File: src/rtl/hazard_stall_unit.sv
// Hazard controller for the 5-stage RV32I pipeline: generates stall, freeze and flush
// controls for load-use hazards, slow data-memory accesses and taken branches.
module hazard_stall_unit #(
  parameter int unsigned LOAD_USE_BUBBLES = 1,
  parameter int unsigned MEM_TIMEOUT      = 64,
  parameter int unsigned CNT_W            = 16
) (
  input  logic             clk,
  input  logic             rst,
  input  logic [4:0]       IF_ID_RS1,
  input  logic [4:0]       IF_ID_RS2,
  input  logic             IF_ID_Use_RS1,
  input  logic             IF_ID_Use_RS2,
  input  logic [4:0]       ID_EX_RD,
  input  logic             ID_EX_MemRead,
  input  logic             EX_MEM_MemRead,
  input  logic             EX_MEM_MemWrite,
  input  logic             DMEM_Ready,
  input  logic             EX_Branch_Taken,
  output logic             PC_Write,
  output logic             IF_ID_Write,
  output logic             IF_ID_Flush,
  output logic             ID_EX_Flush,
  output logic             EX_MEM_Write,
  output logic             MEM_WB_Bubble,
  output logic             Mem_Timeout_Err,
  output logic [CNT_W-1:0] Stall_Count,
  output logic [1:0]       Hazard_State
);

  localparam int unsigned WAIT_W = $clog2(MEM_TIMEOUT + 1);
  localparam logic [WAIT_W-1:0] WAIT_MAX = WAIT_W'(MEM_TIMEOUT - 1);
  localparam logic [1:0] LU_RELOAD = 2'(LOAD_USE_BUBBLES - 1);

  typedef enum logic [1:0] {
    RUN      = 2'b00,
    LU_STALL = 2'b01,
    MEM_WAIT = 2'b10
  } state_t;

  state_t            state_reg, state_next;
  logic [1:0]        lu_cnt_reg, lu_cnt_next;
  logic [WAIT_W-1:0] wait_cnt_reg, wait_cnt_next;
  logic              err_reg, err_next;
  logic [CNT_W-1:0]  stall_cnt_reg, stall_cnt_next;

  logic lu_hit;
  logic mem_busy;
  logic resume_lu;

  assign lu_hit = ID_EX_MemRead && (ID_EX_RD != 5'd0) &&
                  ((IF_ID_Use_RS1 && (IF_ID_RS1 == ID_EX_RD)) ||
                   (IF_ID_Use_RS2 && (IF_ID_RS2 == ID_EX_RD)));
  assign mem_busy = (EX_MEM_MemRead || EX_MEM_MemWrite) && !DMEM_Ready;
  // Bubbles still owed from a load-use stall that a memory freeze interrupted.
  assign resume_lu = (state_reg == LU_STALL) ||
                     ((state_reg == MEM_WAIT) && (lu_cnt_reg != 2'd0));

  always_comb begin
    state_next    = state_reg;
    lu_cnt_next   = lu_cnt_reg;
    PC_Write      = 1'b1;
    IF_ID_Write   = 1'b1;
    IF_ID_Flush   = 1'b0;
    ID_EX_Flush   = 1'b0;
    EX_MEM_Write  = 1'b1;
    MEM_WB_Bubble = 1'b0;
    if (rst) begin
      state_next  = RUN;
      lu_cnt_next = 2'd0;
    end else if (mem_busy) begin
      PC_Write      = 1'b0;
      IF_ID_Write   = 1'b0;
      EX_MEM_Write  = 1'b0;
      MEM_WB_Bubble = 1'b1;
      state_next    = MEM_WAIT;
    end else if (EX_Branch_Taken) begin
      IF_ID_Flush = 1'b1;
      ID_EX_Flush = 1'b1;
      state_next  = RUN;
      lu_cnt_next = 2'd0;
    end else if (resume_lu) begin
      PC_Write    = 1'b0;
      IF_ID_Write = 1'b0;
      ID_EX_Flush = 1'b1;
      if (state_reg == MEM_WAIT) begin
        state_next = LU_STALL;
      end else begin
        lu_cnt_next = lu_cnt_reg - 2'd1;
        state_next  = (lu_cnt_reg == 2'd1) ? RUN : LU_STALL;
      end
    end else if (lu_hit) begin
      PC_Write    = 1'b0;
      IF_ID_Write = 1'b0;
      ID_EX_Flush = 1'b1;
      if (LOAD_USE_BUBBLES > 1) begin
        state_next  = LU_STALL;
        lu_cnt_next = LU_RELOAD;
      end else begin
        state_next = RUN;
      end
    end else begin
      state_next = RUN;
    end
  end

  always_comb begin
    wait_cnt_next = '0;
    if (mem_busy) begin
      wait_cnt_next = (wait_cnt_reg == WAIT_MAX) ? wait_cnt_reg : wait_cnt_reg + WAIT_W'(1);
    end
    err_next = err_reg || (mem_busy && (wait_cnt_reg == WAIT_MAX));
    stall_cnt_next = stall_cnt_reg;
    if (!PC_Write && (stall_cnt_reg != {CNT_W{1'b1}})) begin
      stall_cnt_next = stall_cnt_reg + CNT_W'(1);
    end
  end

  always_ff @(posedge clk) begin
    if (rst) begin
      state_reg     <= RUN;
      lu_cnt_reg    <= 2'd0;
      wait_cnt_reg  <= '0;
      err_reg       <= 1'b0;
      stall_cnt_reg <= '0;
    end else begin
      state_reg     <= state_next;
      lu_cnt_reg    <= lu_cnt_next;
      wait_cnt_reg  <= wait_cnt_next;
      err_reg       <= err_next;
      stall_cnt_reg <= stall_cnt_next;
    end
  end

  // Status reads as its reset value for the whole time rst is held.
  assign Hazard_State    = rst ? 2'b00 : state_reg;
  assign Stall_Count     = rst ? '0 : stall_cnt_reg;
  assign Mem_Timeout_Err = rst ? 1'b0 : err_reg;

endmodule
File: config.mk
export PLATFORM = sky130hd
export DESIGN_NAME = hazard_stall_unit
export DESIGN_NICKNAME = d
export VERILOG_FILES = /design/src/rtl/hazard_stall_unit.sv
export SDC_FILE = /design/constraint.sdc
export NUM_CORES = 1
export LEC_CHECK = 0
export ABC_AREA = 1
export BUFFER_PORTS_ARGS = -buffer_cell sky130_fd_sc_hd__buf_2
export CORE_UTILIZATION = 45
export DETAILED_ROUTE_END_ITERATION = 8
export GPL_TIMING_DRIVEN = 0
export PLACE_DENSITY = 0.7
export SLEW_MARGIN = 25
export SYNTH_ARGS = -nofsm -noshare
export SYNTH_HDL_FRONTEND = slang
export SYNTH_SLANG_ARGS = --single-unit
File: constraint.sdc
create_clock -name clk -period 2.1 [get_ports clk]
set_input_delay 0.42 -clock clk [delete_from_list [all_inputs] [get_ports clk]]
set_output_delay 0.42 -clock clk [all_outputs]
set_load 0.1 [all_outputs]
# == After elaboration in Yosys (flattened, before gate mapping) ==
# Cells that the tools add are included.
# totals
reg_bits,28
latch_bits,0
ram_bits,0
romBits,0
input_bits,24
output_inout_bits,25
mem_count,0
# classes
addsub,3
n_mul,0
div,0
n_lt_le_gt_ge,0
n_eq_ne,8
shift,0
mux,28
n_bitwise,2
reduce_logical,20
# op_table
cell,n
2-to-1 mux 1 bit,20
"adder 16 x 1 -> 16 bit, second input constant",1
2-to-1 mux 16 bit,1
"inequality test 16 bit, second input constant",1
2-to-1 mux 2 bit,7
== test 5 bit,2
logical AND 1 bit,8
"adder 7 x 1 -> 7 bit, second input constant",1
"== test 7 x 6 -> 1 bit, second input constant",1
nonzero test 5 bit,1
"== test 2 x 1 -> 1 bit, second input constant",2
logical OR 1 bit,4
nonzero test 2 bit,2
OR reduction 4 bit,1
AND reduction 3 bit,1
"== test 2 bit, second input constant",1
zero test 1 bit,2
"inequality test 2 bit, second input constant",1
inverter 1 bit,2
OR reduction 2 bit,1
"subtractor 2 x 1 -> 2 bit, second input constant",1

# == Longest topological paths before layout ==
# Gate-level depths: netlist of the first run.
# depth
ltp_word,11
ltp_mapped,15

# == Least setup slack after synthesis of the first run ==
# Ideal clock, no wire load.
# synth_path
kind,input port to output port
from,in EX_MEM_MemWrite
to,out PC_Write
t_arrival_ns,3.185
t_required_ns,1.680
slack_ns,-1.505
stages,9
path_cell_list,nor2_1 > nor2_1 > inv_1 > nor2_4 > inv_1 > nand2_1 > buf_2 > inv_1 > buf_4
# synth_via
elab_chain_len,4
# synth_rtl
element,line,text
"start, declared",17,"input logic EX_MEM_MemWrite,"
logical OR 1 bit,54,assign mem_busy = (EX_MEM_MemRead || EX_MEM_MemWrite) && !DMEM_Ready;
logical AND 1 bit,54,
2-to-1 mux 1 bit (2 in a row),-,
"end, declared",20,"output logic PC_Write,"
# Every way passes these cells.

# == Worst setup path in the final report of the first run ==
# layout_path
from,reg lu_cnt_reg[1]
to,out IF_ID_Write
# layout_via
elab_chain_len,7
# layout_rtl
element,line,text
"start, declared",42,"logic [1:0] lu_cnt_reg, lu_cnt_next;"
"start signal, assigned",128,lu_cnt_reg <= lu_cnt_next;
nonzero test 2 bit,57,((state_reg == MEM_WAIT) && (lu_cnt_reg != 2'd0));
logical AND 1 bit,57,
logical OR 1 bit,56,assign resume_lu = (state_reg == LU_STALL) ||
2-to-1 mux 1 bit,82,end else if (resume_lu) begin
2-to-1 mux 1 bit,77,end else if (EX_Branch_Taken) begin
2-to-1 mux 1 bit,71,end else if (mem_busy) begin
2-to-1 mux 1 bit,68,if (rst) begin
"end, declared",21,"output logic IF_ID_Write,"
# Every way passes these cells.

==> impl_results.md, run 1 <==
* Most frequent cells in the layout: nand2_1, buf_2, inv_1, dfxtp_1, nand3_1
* CTS sink count at 28
* Final Cycle Share at between 90% and 100%
* Area Overhead vs Synth at 36.7%
* Antenna Nets Post-Route at 0
* Buffers on Ports at 48
* Final net count at 387
* Slew headroom at roughly three fifths
* Commonest non-fill, non-tap cell in the layout: nand2_1
* Combinational share of power at between 10% and 20%
* Maximum buffer depth of the clock tree at 2
* Via Count at just under 2k
* Yosys cell types at 29
* Synthesized cell area at between 1500 and 2000 um2
* DP Area at 2310 um2
* Core area at 3800 um2
* Antenna cells at 0
* Part of the power in registers at ~45%
* Cts bufs inserted at 3
* Crit-path max cell delay at approximately 350 ps
* Synth Flop Type: dfxtp_1
* Hold wc startpoint: DMEM_Ready
* Crit path time final at between 2000 and 2500 ps
* Setup TNS at 0 ps
* CP startpoint kind: register
* Reg2Reg Setup Slack at 80 ps
* Placer Congestion at ~0.83
* Pwr dens at 470 nW/um2
* Post-synth EDFFs at 0
* Std-Cell Rows at 22
* Drt wl/cell at about 11 um
* Largest register FFs at 16
* Synthesis-stage register bit count at 28
* Slowest library cell on the worst path: dfxtp_2
* Multi-input logic area at 1220 um2
* Die X at about 66 um
* Starting Density at ~49%
* Psw at ~0.00034 W
* Reg2reg start: lu_cnt_reg[1]$_SDFFE_PP0P_
* Reg2reg end: state_reg[0]$_SDFF_PP0_
* Slew @ Worst Pin at between 600 and 700 ps
* Setup CP Type: reg -> out
* DP Wirelength at about 3300 um
* First-pass DRT Iterations at 4
* Status: finished clean
* Hold Path End: state_reg[1]$_SDFF_PP0_
* Overflow after GRT at 0
* Post-route cell area at about 2500 um2
* Fmax at 0.493 GHz
* Share of layout cells above drive strength 1 at a little under two fifths
* Crit. End Element: output port
* Cell family with most CP delay: buffers and inverters
* Final number of max-transition violations at 0
* Global-route wire length before repair at 7660 um
* Largest net degree at the start of global routing at 17
* DRT iter0 DRCs at 67
* DRT Wirelength at roughly 4500 um
* Critical path peak fanout at 3
* Reg area at around 560 um2
* H-tree Lvls at 1
* Synth warnings at 0
* R2R depth at 13
* Worst hold path type: in -> reg
* Clk_lat worst skew at 280 ps
* Die footprint at about 4400 um2
* Setup violations, final at 0
* Clk pwr share at a little over a third
* Critical path, cell by cell: inv_2 > ha_4 > o21ai_2 > inv_2 > nand2_2 > nand2_2 > nand2_4 > clkinvlp_4 > buf_6
* Cell count after synthesis at between 200 and 300
* Asr flop ratio synth at 0%
* Die Y at approximately 66 um
* I/O pin total at between 40 and 50
* Avg Cell Area, Syn at about 6.3 um2
* Filler Cell Count at around 350
* Skew final at about 5.7 ps
* Syn nets at roughly 320
* Peak supply drop at 366 uV
* Int Pwr at 0.000855 W
* Pleak at around 1.2 nW
* Final hold violations at 0
* DRC at 0
* Worst Hold Depth at 4
* Switching Share at around 28%
* CTS root buf: clkbuf_8
* Initial antenna violation count at 0
* Hold bufs inserted after CTS at 0
* Vias in the first global route at 1841
* Register area share after synthesis at about 30%
* Gr usage total at 22.2%
* Arrival time at the worst endpoint at ~1600 ps
* Clock-pin transition on the worst setup and hold timing paths at about 100 ps
* Worst EP required at around 1700 ps
* Buf+Inv Stages, Crit Path at 4
* CTS tree: yes
* Maxcap violations at 0
* Avg Vias per Cell at between 4 and 5
[per-stage QoR]
stage | util, % | std cells | setup slack, ps | hold WS, ps | total power (W)
finish | 66.8 | 406 | 72.2 | 442 | 0.00119
CTS | 66.4 | 407 | -22.8 | 433 | 0.00120
floorplan | - | 294 | -1440 | 425 | 0.000702
detailed placement | 60.9 | 390 | -521 | 435 | 0.000756
global route | 66.8 | 406 | -20.3 | 442 | 0.00123
global placement | 60.9 | 390 | -491 | 432 | 0.000754
[timing repair]
action	4_1_cts	5_1_grt
pin swaps	5	4
setup endpoints to repair	22	4
resized for setup	25	13
setup buffers	13	1
[cell families (layout without fill, tap and decap cells)]
family / count (synthesis) / count (layout) / share of synthesized area (%)
simple gates: 162 / 162 / 38.8
compound gates: 28 / 28 / 9.24
fa+ha+maj: 4 / 4 / 2.70
flops: 28 / 28 / 30.2
xor+xnor: 13 / 13 / 6.14
buf+inv: 59 / 123 / 12.9
[worst reg2reg max path, delay by kind of cell, from the launching register on]
family          cells  cell delay [ps]
flops               1              350
buf+inv            10             1090
compound gates      2              340
fa+ha+maj           1              150
[routing by layer]
layer | track usage, % | part of all wire (%)
met5 | 0 | 0
met4 | 2.39 | 0.37
met3 | 3.10 | 3.5
met2 | 43.4 | 52
met1 | 25.8 | 45
[power by group through the flow]
stage	Clock (W)	Combinational (W)	Sequential [W]
final	0.000436	0.000216	0.000539
after detailed placement	0	0.000204	0.000551
after global routing	0.000459	0.000235	0.000540
after CTS	0.000440	0.000220	0.000539
after global placement	0	0.000203	0.000551
after floorplan	0	0.000152	0.000550
[synthesized netlist by cell type, types with 4 or more instances]
master / instances / share of area [%]
nand2_1: 69 / 14
nand3_1: 24 / 6.5
nand4_1: 5 / 1.7
a21oi_2: 5 / 2.4
inv_1: 48 / 9.7
dfxtp_1: 28 / 30
xor2_1: 11 / 5.2
ha_1: 4 / 2.7
nor2_1: 46 / 9.3
a21oi_1: 12 / 3.2
nor4_1: 4 / 1.3
o21ai_0: 5 / 1.3
nor3_1: 4 / 1.1
nand2_2: 4 / 1.3
[worst max-delay path by stage]
stage	start	to	slack [ps]	depth (start not counted)
2_1_floorplan	EX_MEM_MemWrite	PC_Write	-1440	9
5_1_grt	lu_cnt_reg[1]$_SDFFE_PP0P_	IF_ID_Write	-20	9
6_report	lu_cnt_reg[1]$_SDFFE_PP0P_	IF_ID_Write	70	9
3_5_place_dp	rst	Stall_Count[12]	-520	5
4_1_cts	lu_cnt_reg[1]$_SDFFE_PP0P_	PC_Write	-20	11
3_3_place_gp	rst	Stall_Count[12]	-490	5
[final cells by class]
type                       count  area share (%)
clock buffer                   3            1.63
inverter                      50            7.70
clock inverter                 1            1.18
sequential                    28            22.2
multi-input combinational    207            48.2
buffer                         7            1.87
timing repair buffer          62            14.8
tap                           48            2.37
Power figures use the tool's default switching activity.
==> inputs of run 2 (changes only) <==
--- a/config.mk
+++ b/config.mk
@@ -7,6 +7,7 @@
 export LEC_CHECK = 0
 export ABC_AREA = 1
 export BUFFER_PORTS_ARGS = -buffer_cell sky130_fd_sc_hd__buf_2
+export CORE_ASPECT_RATIO = 0.9
 export CORE_UTILIZATION = 45
 export DETAILED_ROUTE_END_ITERATION = 8
 export GPL_TIMING_DRIVEN = 0
==> run 2 against run 1 <==
  * Sequential cell count stayed put
  * Routed wire length is 0.35% higher
  * Via count is 1.2% lower
==> impl_results.md, run 2 (synthesis results as in run 1) <==
* Status: finished clean
* Pwr dens at 474 nW/um2
* Buffers on Ports at 48
* Clock-pin transition on the worst setup and hold timing paths at around 100 ps
* Critical path, cell by cell: inv_2 > ha_4 > o21ai_2 > inv_1 > nand2_2 > nand2_2 > nand2_4 > clkinvlp_4 > buf_12 > buf_12
* Drt wl/cell at around 11 um
* Clk_lat worst skew at around 280 ps
* DRC at 0
* Reg2reg end: stall_cnt_reg[3]$_SDFFE_PP0P_
* DP Wirelength at 3360 um
* Minimum hold slack at around 430 ps
* Antenna cells at 0
* Share of layout cells above drive strength 1 at between 30% and 40%
* Peak supply drop at about 340 uV
* Final Cycle Share at 98.6%
* CTS sink count at 28
* Crit. End Element: output port
* RSZ-0062 raised after global routing: yes
* I/O pin total at slightly below 50
* Hold Path End: state_reg[1]$_SDFF_PP0_
* Slowest library cell on the worst path: dfxtp_2
* DRT iter0 DRCs at 64
* CTS tree: yes
* Placer Congestion at just over 0.8
* Area Overhead vs Synth at 36.3%
* Maximum buffer depth of the clock tree at 2
* Power, Total at approximately 0.0012 W
* Skew final at 2.38 ps
* Filler Cell Count at 355
* Setup violations, final at 0
* CP startpoint kind: register
* Final number of max-transition violations at 0
* Avg Vias per Cell at roughly 4.9
* Overflow after GRT at 0
* Die footprint at 4380 um2
* Reg2Reg Setup Slack at about 200 ps
* Via Count at between 1.5k and 2k
* Final WS setup at slightly above 30 ps
* DRT Wirelength at roughly 4600 um
* Gr usage total at 22.2%
* Pleak at approximately 1.2 nW
* Starting Density at between 40% and 50%
* Setup CP Type: reg -> out
* Reg area at approximately 560 um2
* First-pass DRT Iterations at 4
* Largest net degree at the start of global routing at 17
* Hold wc startpoint: DMEM_Ready
* Worst hold path type: in -> reg
* R2R depth at 9
* Largest register FFs at 16
* Setup TNS at 0 ps
* Maxcap violations at 0
* Final net count at between 300 and 400
* Die Y at roughly 63 um
* Most frequent cells in the layout: nand2_1, inv_1, buf_2, dfxtp_1, nand3_1
* Slew @ Worst Pin at between 600 and 700 ps
* Worst Hold Depth at 4
* Arrival time at the worst endpoint at between 1500 and 2000 ps
* Antenna Nets Post-Route at 0
* Slew headroom at between 50 and 60%
* Cts bufs inserted at 3
* Std-Cell Rows at 21
* Global-route wire length before repair at approximately 8100 um
* Worst EP required at about 1700 ps
* Commonest non-fill, non-tap cell in the layout: nand2_1
* CTS root buf: clkbuf_8
* Reg2reg start: stall_cnt_reg[0]$_SDFFE_PP0P_
* Initial antenna violation count at 0
* Setup slack at placement at -524 ps
* Crit path time final at ~2100 ps
* Vias in the first global route at 1840
* Critical path peak fanout at 3
* Multi-input logic area at around 1200 um2
* Core area at 3840 um2
* H-tree Lvls at 1
* Hold bufs inserted after CTS at 0
* Die X at roughly 70 um
* Fmax at 0.483 GHz
* Final hold violations at 0
* Crit-path max cell delay at roughly 340 ps
==> run 2: cell type report <==
type                            count  area share (%)
Inverter                           50            7.72
Clock inverter                      1            1.19
Timing Repair Buffer               57            13.9
Buffer                              8            2.67
Tap cell                           46            2.27
Sequential cell                    28            22.3
Multi-Input combinational cell    207            48.3
Clock buffer                        3            1.63
==> run 2: layer usage <==
layer  part of all wire [%]  wire, um  vias to the layer above  GRT usage, %
met5                      0         0                        -             0
met4                   0.75        34                        0          4.75
met2                     47      2150                       39          39.3
met3                    4.4       199                        4          4.03
met1                     48      2170                      879          28.2
li1                       -         -                     1038             -
==> run 2: worst max-delay path, delay by kind of cell, from the launching register on <==
kind | cells | cell delay, ps
compound gates | 1 | 120
fa+ha+maj | 1 | 140
buf+inv | 5 | 510
flops | 1 | 340
simple gates | 3 | 250
==> run 2: worst max-delay path by stage <==
stage | start | endpoint | slack [ps] | cells past startpoint
after CTS | lu_cnt_reg[0]$_SDFFE_PP0P_ | PC_Write | -0.3 | 11
final | lu_cnt_reg[1]$_SDFFE_PP0P_ | PC_Write | 30 | 10
after global placement | rst | Stall_Count[11] | -510 | 5
after global routing | lu_cnt_reg[1]$_SDFFE_PP0P_ | PC_Write | -50 | 10
after detailed placement | rst | Stall_Count[11] | -520 | 5
after floorplan | EX_MEM_MemWrite | PC_Write | -1440 | 9
==> run 2: repair_timing <==
item / 4_1_cts / 5_1_grt
endpoints found under the setup margin: 22 / 22
buffers inserted: 6 / 3
pin swaps: 3 / 15
endpoints found under the hold margin: 0 / 0
gates resized for setup: 25 / 18
==> run 2: power breakdown <==
| part | switching [W] | internal [W] |
|---|---|---|
| logic | 0.000156 | 0.0000736 |
| registers | 0.00000383 | 0.000535 |
| clock network | 0.000176 | 0.000256 |
| total | 0.000336 | 0.000864 |
==> run 2: per-stage QoR <==
stage / cell area [um2] / util [%] / instances
floorplan: 2010 / - / 294
global placement: 2310 / 60.3 / 388
detailed placement: 2310 / 60.3 / 388
CTS: 2470 / 64.4 / 398
global route: 2530 / 65.9 / 400
finish: 2530 / 65.9 / 400
